`src/rtl/reg_file_sb.sv`:
```
// rtl/reg_file_sb.sv - scoreboarded multi-port register file with write bypass and PC mirror
//
// Purpose: integer register file between decode (NRD combinational reads) and
// execute/memory (ALU write port A, load writeback port L). Same-cycle writes
// are bypassed to the read ports, outstanding loads are tracked with per-register
// busy bits, and the top register mirrors the PC with one cycle of latency.
//
// Ports:
//   clk, rst_n             clock, asynchronous active-low reset
//   rd_addr_i / rd_data_o  NRD packed read addresses / read data
//   rd_busy_o              per read port: register awaits an outstanding load
//   wa_*                   ALU write port (enable, address, data)
//   wl_*                   load writeback port (enable, address, data)
//   ld_issue_i, ld_addr_i  load issued, destination register becomes busy
//   pc_i                   current PC, sampled every cycle into register NREGS-1
//   busy_cnt_o             registered number of busy registers
//   err_o                  sticky illegal-operation flag

module reg_file_sb #(
  parameter int N     = 32,
  parameter int NREGS = 16,
  parameter int NRD   = 3,
  parameter int AW    = $clog2(NREGS)
) (
  input  logic              clk,
  input  logic              rst_n,
  input  logic [NRD*AW-1:0] rd_addr_i,
  output logic [NRD*N-1:0]  rd_data_o,
  output logic [NRD-1:0]    rd_busy_o,
  input  logic              wa_en_i,
  input  logic [AW-1:0]     wa_addr_i,
  input  logic [N-1:0]      wa_data_i,
  input  logic              wl_en_i,
  input  logic [AW-1:0]     wl_addr_i,
  input  logic [N-1:0]      wl_data_i,
  input  logic              ld_issue_i,
  input  logic [AW-1:0]     ld_addr_i,
  input  logic [N-1:0]      pc_i,
  output logic [AW:0]       busy_cnt_o,
  output logic              err_o
);

  localparam logic [AW-1:0] TOP = AW'(NREGS - 1);

  // Entry TOP of the array holds the PC mirror; it is only ever loaded from pc_i.
  logic [N-1:0]     regs_q [NREGS];
  logic [N-1:0]     regs_d [NREGS];
  logic [NREGS-1:0] busy_q, busy_d;
  logic [AW:0]      cnt_q, cnt_d;
  logic             err_q, err_d;

  logic wa_ok, wl_ok, ld_ok;
  logic err_set;

  function automatic logic [AW:0] popcount(input logic [NREGS-1:0] b);
    logic [AW:0] c;
    c = '0;
    for (int i = 0; i < NREGS; i++) begin
      c = c + {{AW{1'b0}}, b[i]};
    end
    return c;
  endfunction

  // Operations aimed at the PC mirror are dropped entirely.
  assign wa_ok = wa_en_i    && (wa_addr_i != TOP);
  assign wl_ok = wl_en_i    && (wl_addr_i != TOP);
  assign ld_ok = ld_issue_i && (ld_addr_i != TOP);

  // Error checks look at the busy state before this edge.
  assign err_set = (wa_en_i    && (wa_addr_i == TOP))
                || (wl_en_i    && (wl_addr_i == TOP))
                || (ld_issue_i && (ld_addr_i == TOP))
                || (wl_ok && !busy_q[wl_addr_i])
                || (wa_ok &&  busy_q[wa_addr_i])
                || (wa_ok && wl_ok && (wa_addr_i == wl_addr_i));

  always_comb begin
    regs_d = regs_q;
    busy_d = busy_q;
    err_d  = err_q | err_set;
    // L first so that A overwrites it on an address conflict.
    if (wl_ok) regs_d[wl_addr_i] = wl_data_i;
    if (wa_ok) regs_d[wa_addr_i] = wa_data_i;
    regs_d[TOP] = pc_i;
    // Clear before set: a new load to the register being written back stays busy.
    if (wl_ok) busy_d[wl_addr_i] = 1'b0;
    if (ld_ok) busy_d[ld_addr_i] = 1'b1;
    busy_d[TOP] = 1'b0;
    cnt_d = popcount(busy_d);
  end

  always_ff @(posedge clk or negedge rst_n) begin
    if (!rst_n) begin
      for (int i = 0; i < NREGS; i++) begin
        regs_q[i] <= '0;
      end
      busy_q <= '0;
      cnt_q  <= '0;
      err_q  <= 1'b0;
    end else begin
      regs_q <= regs_d;
      busy_q <= busy_d;
      cnt_q  <= cnt_d;
      err_q  <= err_d;
    end
  end

  assign busy_cnt_o = cnt_q;
  assign err_o      = err_q;

  for (genvar k = 0; k < NRD; k++) begin : g_rd
    logic [AW-1:0] addr;
    assign addr = rd_addr_i[k*AW +: AW];

    assign rd_data_o[k*N +: N] =
        (addr == TOP)                        ? regs_q[TOP] :
        (wa_en_i && (wa_addr_i == addr))     ? wa_data_i   :
        (wl_en_i && (wl_addr_i == addr))     ? wl_data_i   :
                                               regs_q[addr];

    // A writeback landing this cycle already satisfies the reader.
    assign rd_busy_o[k] = (addr != TOP) && busy_q[addr]
                       && !(wl_en_i && (wl_addr_i == addr));
  end

endmodule
```
`config.mk`:
```
export PLATFORM = sky130hd
export DESIGN_NAME = reg_file_sb
export DESIGN_NICKNAME = d
export VERILOG_FILES = /design/src/rtl/reg_file_sb.sv
export SDC_FILE = /design/constraint.sdc
export NUM_CORES = 2
export LEC_CHECK = 0
export CORE_ASPECT_RATIO = 0.8
export CORE_UTILIZATION = 60
export DETAILED_ROUTE_END_ITERATION = 10
export PLACE_DENSITY_LB_ADDON = 0.25
export SYNTH_ARGS = -nofsm -noshare
export SYNTH_HDL_FRONTEND = slang
export SYNTH_SLANG_ARGS = --single-unit
```
`constraint.sdc`:
```
create_clock -name clk -period 5.66 [get_ports clk]
set_input_delay 1.132 -clock clk [delete_from_list [all_inputs] [get_ports clk]]
set_output_delay 1.132 -clock clk [all_outputs]
set_load 0.03 [all_outputs]
```
# --- Word-level counts from Yosys, hierarchy flattened ---
# Cells that the tools add are included.
word_totals:
  register_bits: 533
  latchBits: 0
  ramBits: 0
  rom_bits: 0
  inputBits: 125
  output_inout_bits: 105
  elab_cells: 153
  n_memories: 0
op_classes:
  addsub: 14
  mul: 0
  div: 0
  n_lt_le_gt_ge: 15
  n_eq_ne: 19
  n_shift: 0
  muxes: 42
  n_bitwise: 9
  n_reduce_logical: 35
op_table:
  columns: ["op", "count"]
  rows:
  - ["$bwmux 512", 2]
  - ["$mux 512", 2]
  - ["$mux 32", 17]
  - ["$bmux 32 s4", 3]
  - ["$demux 32 s4", 2]
  - ["$add 5x1->5", 10]
  - ["$lt 4x5->1 const B", 6]
  - ["$mux 15", 2]
  - ["$eq 4x4->1", 7]
  - ["$logic_and 1x1->1", 26]
  - ["$ge 5x5->1 const B", 5]
  - ["$not 4->5", 5]
  - ["$eq 4x4->1 const B", 6]
  - ["$ne 4x4->1 const B", 6]
  - ["$bmux 1 s4", 5]
  - ["$and 15x15->15", 1]
  - ["$not 15->15", 1]
  - ["$or 15x15->15", 1]
  - ["$lt 5x1->1 const B", 2]
  - ["$demux 1 s4", 2]
  - ["$ge 4x1->1 const B", 2]
  - ["$mux 1", 7]
  - ["$add 4x1->5", 1]
  - ["$logic_or 1x1->1", 5]
  - ["other kinds (5)", 8]

# --- Depth between registers and ports, before layout ---
depth:
  word_depth: 23
  mapped_depth: 17
  ltp_nobuf: 14

# --- Worst setup path after synthesis ---
# Ideal clock, no wire load.
synth_path:
  path_kind: "input to register"
  start: "input wl_addr_i[1]"
  end: "register cnt_q[1] (netlist: busy_cnt_o[1])"
  setup_ns: 0.064
  arrival_ns: 5.090
  required_time_ns: 5.596
  setup_slack_ns: 0.506
  path_stages: 16
  path_buffers: 4
  cell_sequence: "buf_2 buf_4 nand3b_1 clkbuf_1 buf_2 a22o_1 inv_1 fa_1 inv_1 fa_1 fa_1 fa_1 fa_1 inv_1 fa_1 inv_1"
synth_between:
  elab_chain_len: 23
  word_cells_on_any_way: 26
synth_lines:
  columns: ["element", "line", "source"]
  rows:
  - ["start: declaration", "34", "input logic [AW-1:0] wl_addr_i,"]
  - ["$lt 4x5->1 (not written as such) or $ge 4x1->1 (tied branches)", "86", "if (wl_ok) busy_d[wl_addr_i] = 1'b0;"]
  - ["$logic_and 1x1->1 (not written as such)", "86", null]
  - ["$mux 1 (not written as such)", "86", null]
  - ["$demux 1 s4", "86", null]
  - ["$not 15->15 (no source line)", null, null]
  - ["$and 15x15->15 (no source line)", null, null]
  - ["$mux 15 (*)", "86", null]
  - ["$or 15x15->15 (no source line)", null, null]
  - ["$mux 15 (*)", "87", "if (ld_ok) busy_d[ld_addr_i] = 1'b1;"]
  - ["net busy_d[1]", "48", "logic [NREGS-1:0] busy_q, busy_d;"]
  - ["$add 1x1->2 (*)", "59", "c = c + {{AW{1'b0}}, b[i]};"]
  - ["$add 2x1->3 (*)", "59", null]
  - ["$add 3x1->4 (*)", "59", null]
  - ["$add 4x1->5 (*)", "59", null]
  - ["$add 5x1->5 (*) (10 in series)", "59", null]
  - ["net cnt_d[1]", "49", "logic [AW:0] cnt_q, cnt_d;"]
  - ["end signal: assignment", "103", "cnt_q <= cnt_d;"]
  - ["end: declaration", "49", null]
# The timed path passes the listed nets; every way through them passes the cells marked *.

# --- Worst setup path in the final report ---
layout_path:
  start: "input wl_addr_i[1]"
  end: "output rd_data_o[66]"
layout_between:
  elab_chain_len: 5
layout_lines:
  columns: ["element", "line", "source"]
  rows:
  - ["$eq 4x4->1", "118", "(wl_en_i && (wl_addr_i == addr)) ? wl_data_i :"]
  - ["$logic_and 1x1->1", "118", null]
  - ["$mux 32", "118", null]
  - ["$mux 32", "117", "(wa_en_i && (wa_addr_i == addr)) ? wa_data_i :"]
  - ["$mux 32", "116", "(addr == TOP) ? regs_q[TOP] :"]
  - ["end: declaration", "28", "output logic [NRD*N-1:0] rd_data_o,"]
# No other way between the ends.

==> flow_metrics.env <==
export IMPL_run_status="complete, but fails checks"
export IMPL_failed_checks="DRC"
export IMPL_p_per_area_nw_per_um2=352
export IMPL_max_freq_ghz=0.185
export IMPL_p_leak_nw=17.9
export IMPL_required_ns=4.53
export IMPL_die_y_um=231
export IMPL_start_util=0.610
export IMPL_h_tree_depth=2
export IMPL_critical_path_buf_inv_count=4
export IMPL_postRouteAntennaNets=0
export IMPL_portBuffers=228
export IMPL_p_comb_frac=0.378
export IMPL_clock_skew_ns=0.0139
export IMPL_cts_buffers_inserted=55
export IMPL_placed_cells=4448
export IMPL_setup_viol=0
export IMPL_clock_power_share=0.257
export IMPL_wl_per_cell_um=32.8
export IMPL_p_seq_frac=0.366
export IMPL_io_pins=230
export IMPL_syn_area_um2=39400
export IMPL_peakVddDrop_v=0.000250
export IMPL_rsz0062_at_grt="no"
export IMPL_drcViolationCount=28
export IMPL_path_cells="clkdlybuf4s50_1 > buf_4 > xor2_1 > nor3_1 > nand3_1 > nor3_4 > buf_4 > a221o_1 > buf_12"
export IMPL_drv_slew=0
export IMPL_vias=35000
export IMPL_avgSynthCellArea_um2=10.5
export IMPL_cts_resized=0
export IMPL_place_congestion=0.959
export IMPL_holdBufCountCts=0
export IMPL_period_share=0.955
export IMPL_worst_ep_arrival_time_ns=4.27
export IMPL_cts_tree="done"
export IMPL_cp_slowest_stage_delay_ns=0.80
export IMPL_pre_cts_slack_ns=0.236
export IMPL_critPathLaunchType="input port"
export IMPL_finalSetupTns_ns=0
export IMPL_grt_max_degree=116
export IMPL_synth_warnings=0
export IMPL_drv_cap=0
export IMPL_finalHoldViolations=0
export IMPL_critPathKind="input port to primary output"
export IMPL_dieArea_um2=66600
export IMPL_clk_pin_slew_ns=0.06
export IMPL_clock_tree_buffer_depth=3
export IMPL_ys_seq_elements=532
export IMPL_core_area_um2=64500
export IMPL_std_cell_rows=83
export IMPL_crit_fanout=20
export IMPL_antenna_found_initial=7
export IMPL_avgViaCountPerCell=7.69
export IMPL_p_int_w=0.0103
export IMPL_dp_hpwl_um=86000
export IMPL_synth_nets=3877
export IMPL_cpLargestDelayFamily="buffers and inverters"
export IMPL_fin_crit_ns=5.40
export IMPL_crit_path_top_delay_cell="nor3_4"
export IMPL_place_area_um2=42900
export IMPL_layout_nets=3792
export IMPL_cts_sinks=532
export IMPL_grt_pass1_wl_um=219000
export IMPL_drt_iter0_markers=6026
export IMPL_grt_use_total=0.446
export IMPL_p_sw_w=0.00551
export IMPL_relSlewSlack=0.156
export IMPL_fill_cells=4495
export IMPL_worstHoldPathType="input port to async pin"
export IMPL_routed_wl_um=149000
export IMPL_die_w_um=288
export IMPL_cp_end_kind="primary output"
export IMPL_clk_latency_ns=0.64
export IMPL_fin_cells=4550
export IMPL_switching_share=0.348
export IMPL_synth_ff_type="dfrtp_1"
export IMPL_grt_pass1_vias=34600
export IMPL_drtPass1Iterations=11
export IMPL_fin_area_um2=44900
export IMPL_tightestPinTransition_ns=1.27
export IMPL_synthCells=3740
export IMPL_worst_slack_ns=0.255
export IMPL_crit_top_cell="buf_4"
export IMPL_overflow=0
export IMPL_drive_gt1_frac=0.207
export IMPL_synth_async_reset_ratio=1.00
export IMPL_ys_types=57
export IMPL_synth_edf_count=0
export IMPL_ys_seq_area_frac=0.338
export IMPL_fin_util=0.696
export IMPL_cts_root_buf="clkbuf_16"
export IMPL_synthToLayoutAreaGrowth_pct=14.0
export IMPL_cts_setup_buffers=0
## final cells by class
cell class	instances	area, um^2	share of cell area
tap	850	1060	0.0237
antenna	2	5.00	0.000112
clock buffer	72	1540	0.0343
multi-input combinational	2705	24100	0.536
inverter	18	67.6	0.00151
sequential	532	13300	0.297
clock inverter	28	414	0.00923
timing repair buffer	343	4400	0.0980
## cells in the mapped netlist, types with 5 or more instances
library cell	n	share of area
a211oi_1	33	0.0063
a21oi_1	385	0.049
a221o_1	32	0.0081
a22o_1	33	0.0073
a22oi_1	129	0.025
buf_1	31	0.0030
buf_2	128	0.016
buf_4	22	0.0042
buf_6	11	0.0031
clkbuf_1	293	0.028
dfrtp_1	532	0.34
fa_1	10	0.0051
inv_1	18	0.0017
mux2i_1	517	0.13
mux4_2	402	0.23
nand2_1	308	0.029
nand3_1	8	0.0010
nand3b_1	9	0.0017
nand4_1	5	0.00079
nor2_1	399	0.038
nor2b_1	42	0.0067
o21ai_0	204	0.026
o21ai_1	9	0.0011
o221a_1	30	0.0086
o22ai_1	34	0.0054
o2bb2ai_1	32	0.0071
xnor2_1	13	0.0029
xor2_1	15	0.0033
## sequential cells by signal (all words and copies together), names as in the netlist
name and count:
regs_q 512, busy_q 15, busy_cnt_o 4, err_o 1
## power by group through the flow
| stage | Sequential [W] | Clock [W] | Combinational, W |
|---|---|---|---|
| global route | 0.00587 | 0.00419 | 0.00629 |
| detailed placement | 0.00575 | 0 | 0.00588 |
| CTS | 0.00570 | 0.00404 | 0.00589 |
| floorplan | 0.00543 | 0 | 0.00394 |
| finish | 0.00578 | 0.00406 | 0.00597 |
| global placement | 0.00560 | 0 | 0.00566 |
## path summary, 6_finish.rpt
kind	startpoint	end	slack, ns	depth (start not counted)
worst min register to register	regs_q[339]	regs_q[339]	0.62	2
worst min-delay path	rst_n	regs_q[123]	0.53	1
worst max-delay path	wl_addr_i[1]	rd_data_o[66]	0.26	9
max in group asynchronous	rst_n	regs_q[169]	3.76	2
min in group clk	regs_q[339]	regs_q[339]	0.62	2
worst max register to register	busy_q[3]	busy_cnt_o[1]	1.81	11
## stage by stage
step / hold WS, ns / power, W
2_1_floorplan: 0.550 / 0.00937
3_3_place_gp: 0.572 / 0.0113
3_5_place_dp: 0.603 / 0.0116
4_1_cts: 0.609 / 0.0156
5_1_grt: 0.605 / 0.0164
6_report: 0.533 / 0.0158
## metal layers
| metal | wire (um) | global-route usage | vias to the layer above | part of all wire |
|---|---|---|---|---|
| met4 | 8700 | 0.236 | 12 | 0.058 |
| met1 | 52100 | 0.589 | 17100 | 0.35 |
| li1 | - | - | 13800 | - |
| met3 | 24900 | 0.180 | 724 | 0.17 |
| met2 | 63600 | 0.630 | 3295 | 0.43 |
| met5 | 72 | 0 | - | 0.00048 |
## placed cells by master (no fill, tap or decap), types with 7 or more instances in the layout
cell type	instances
nor2_1	390
o22ai_1	34
xor2_1	15
dfrtp_1	532
a22o_1	33
o21ai_0	204
clkbuf_1	7
nand3b_1	9
xnor2_1	13
nand2_1	303
clkbuf_8	10
mux4_2	402
clkbuf_16	55
mux2i_1	517
clkinv_2	8
o2bb2ai_1	32
bufinv_16	9
fa_1	10
clkdlybuf4s50_1	123
nor2b_1	36
a21oi_1	384
buf_12	118
buf_4	95
a22oi_1	129
o221a_1	30
o21ai_1	9
a221o_1	32
a211oi_1	33
inv_1	18
nor2_4	10
## kinds of logic after synthesis
kind of cell               synth area share
xor gates and xnor gates            0.00623
DFF                                   0.338
buffers and inverters                0.0562
and+or+nand+nor                      0.0852
muxes                                 0.361
adders and majority gates           0.00572
AOI/OAI and AO/OA                     0.147
other                             0.0000953
Note: power is estimated with default switching activity, not from simulation.
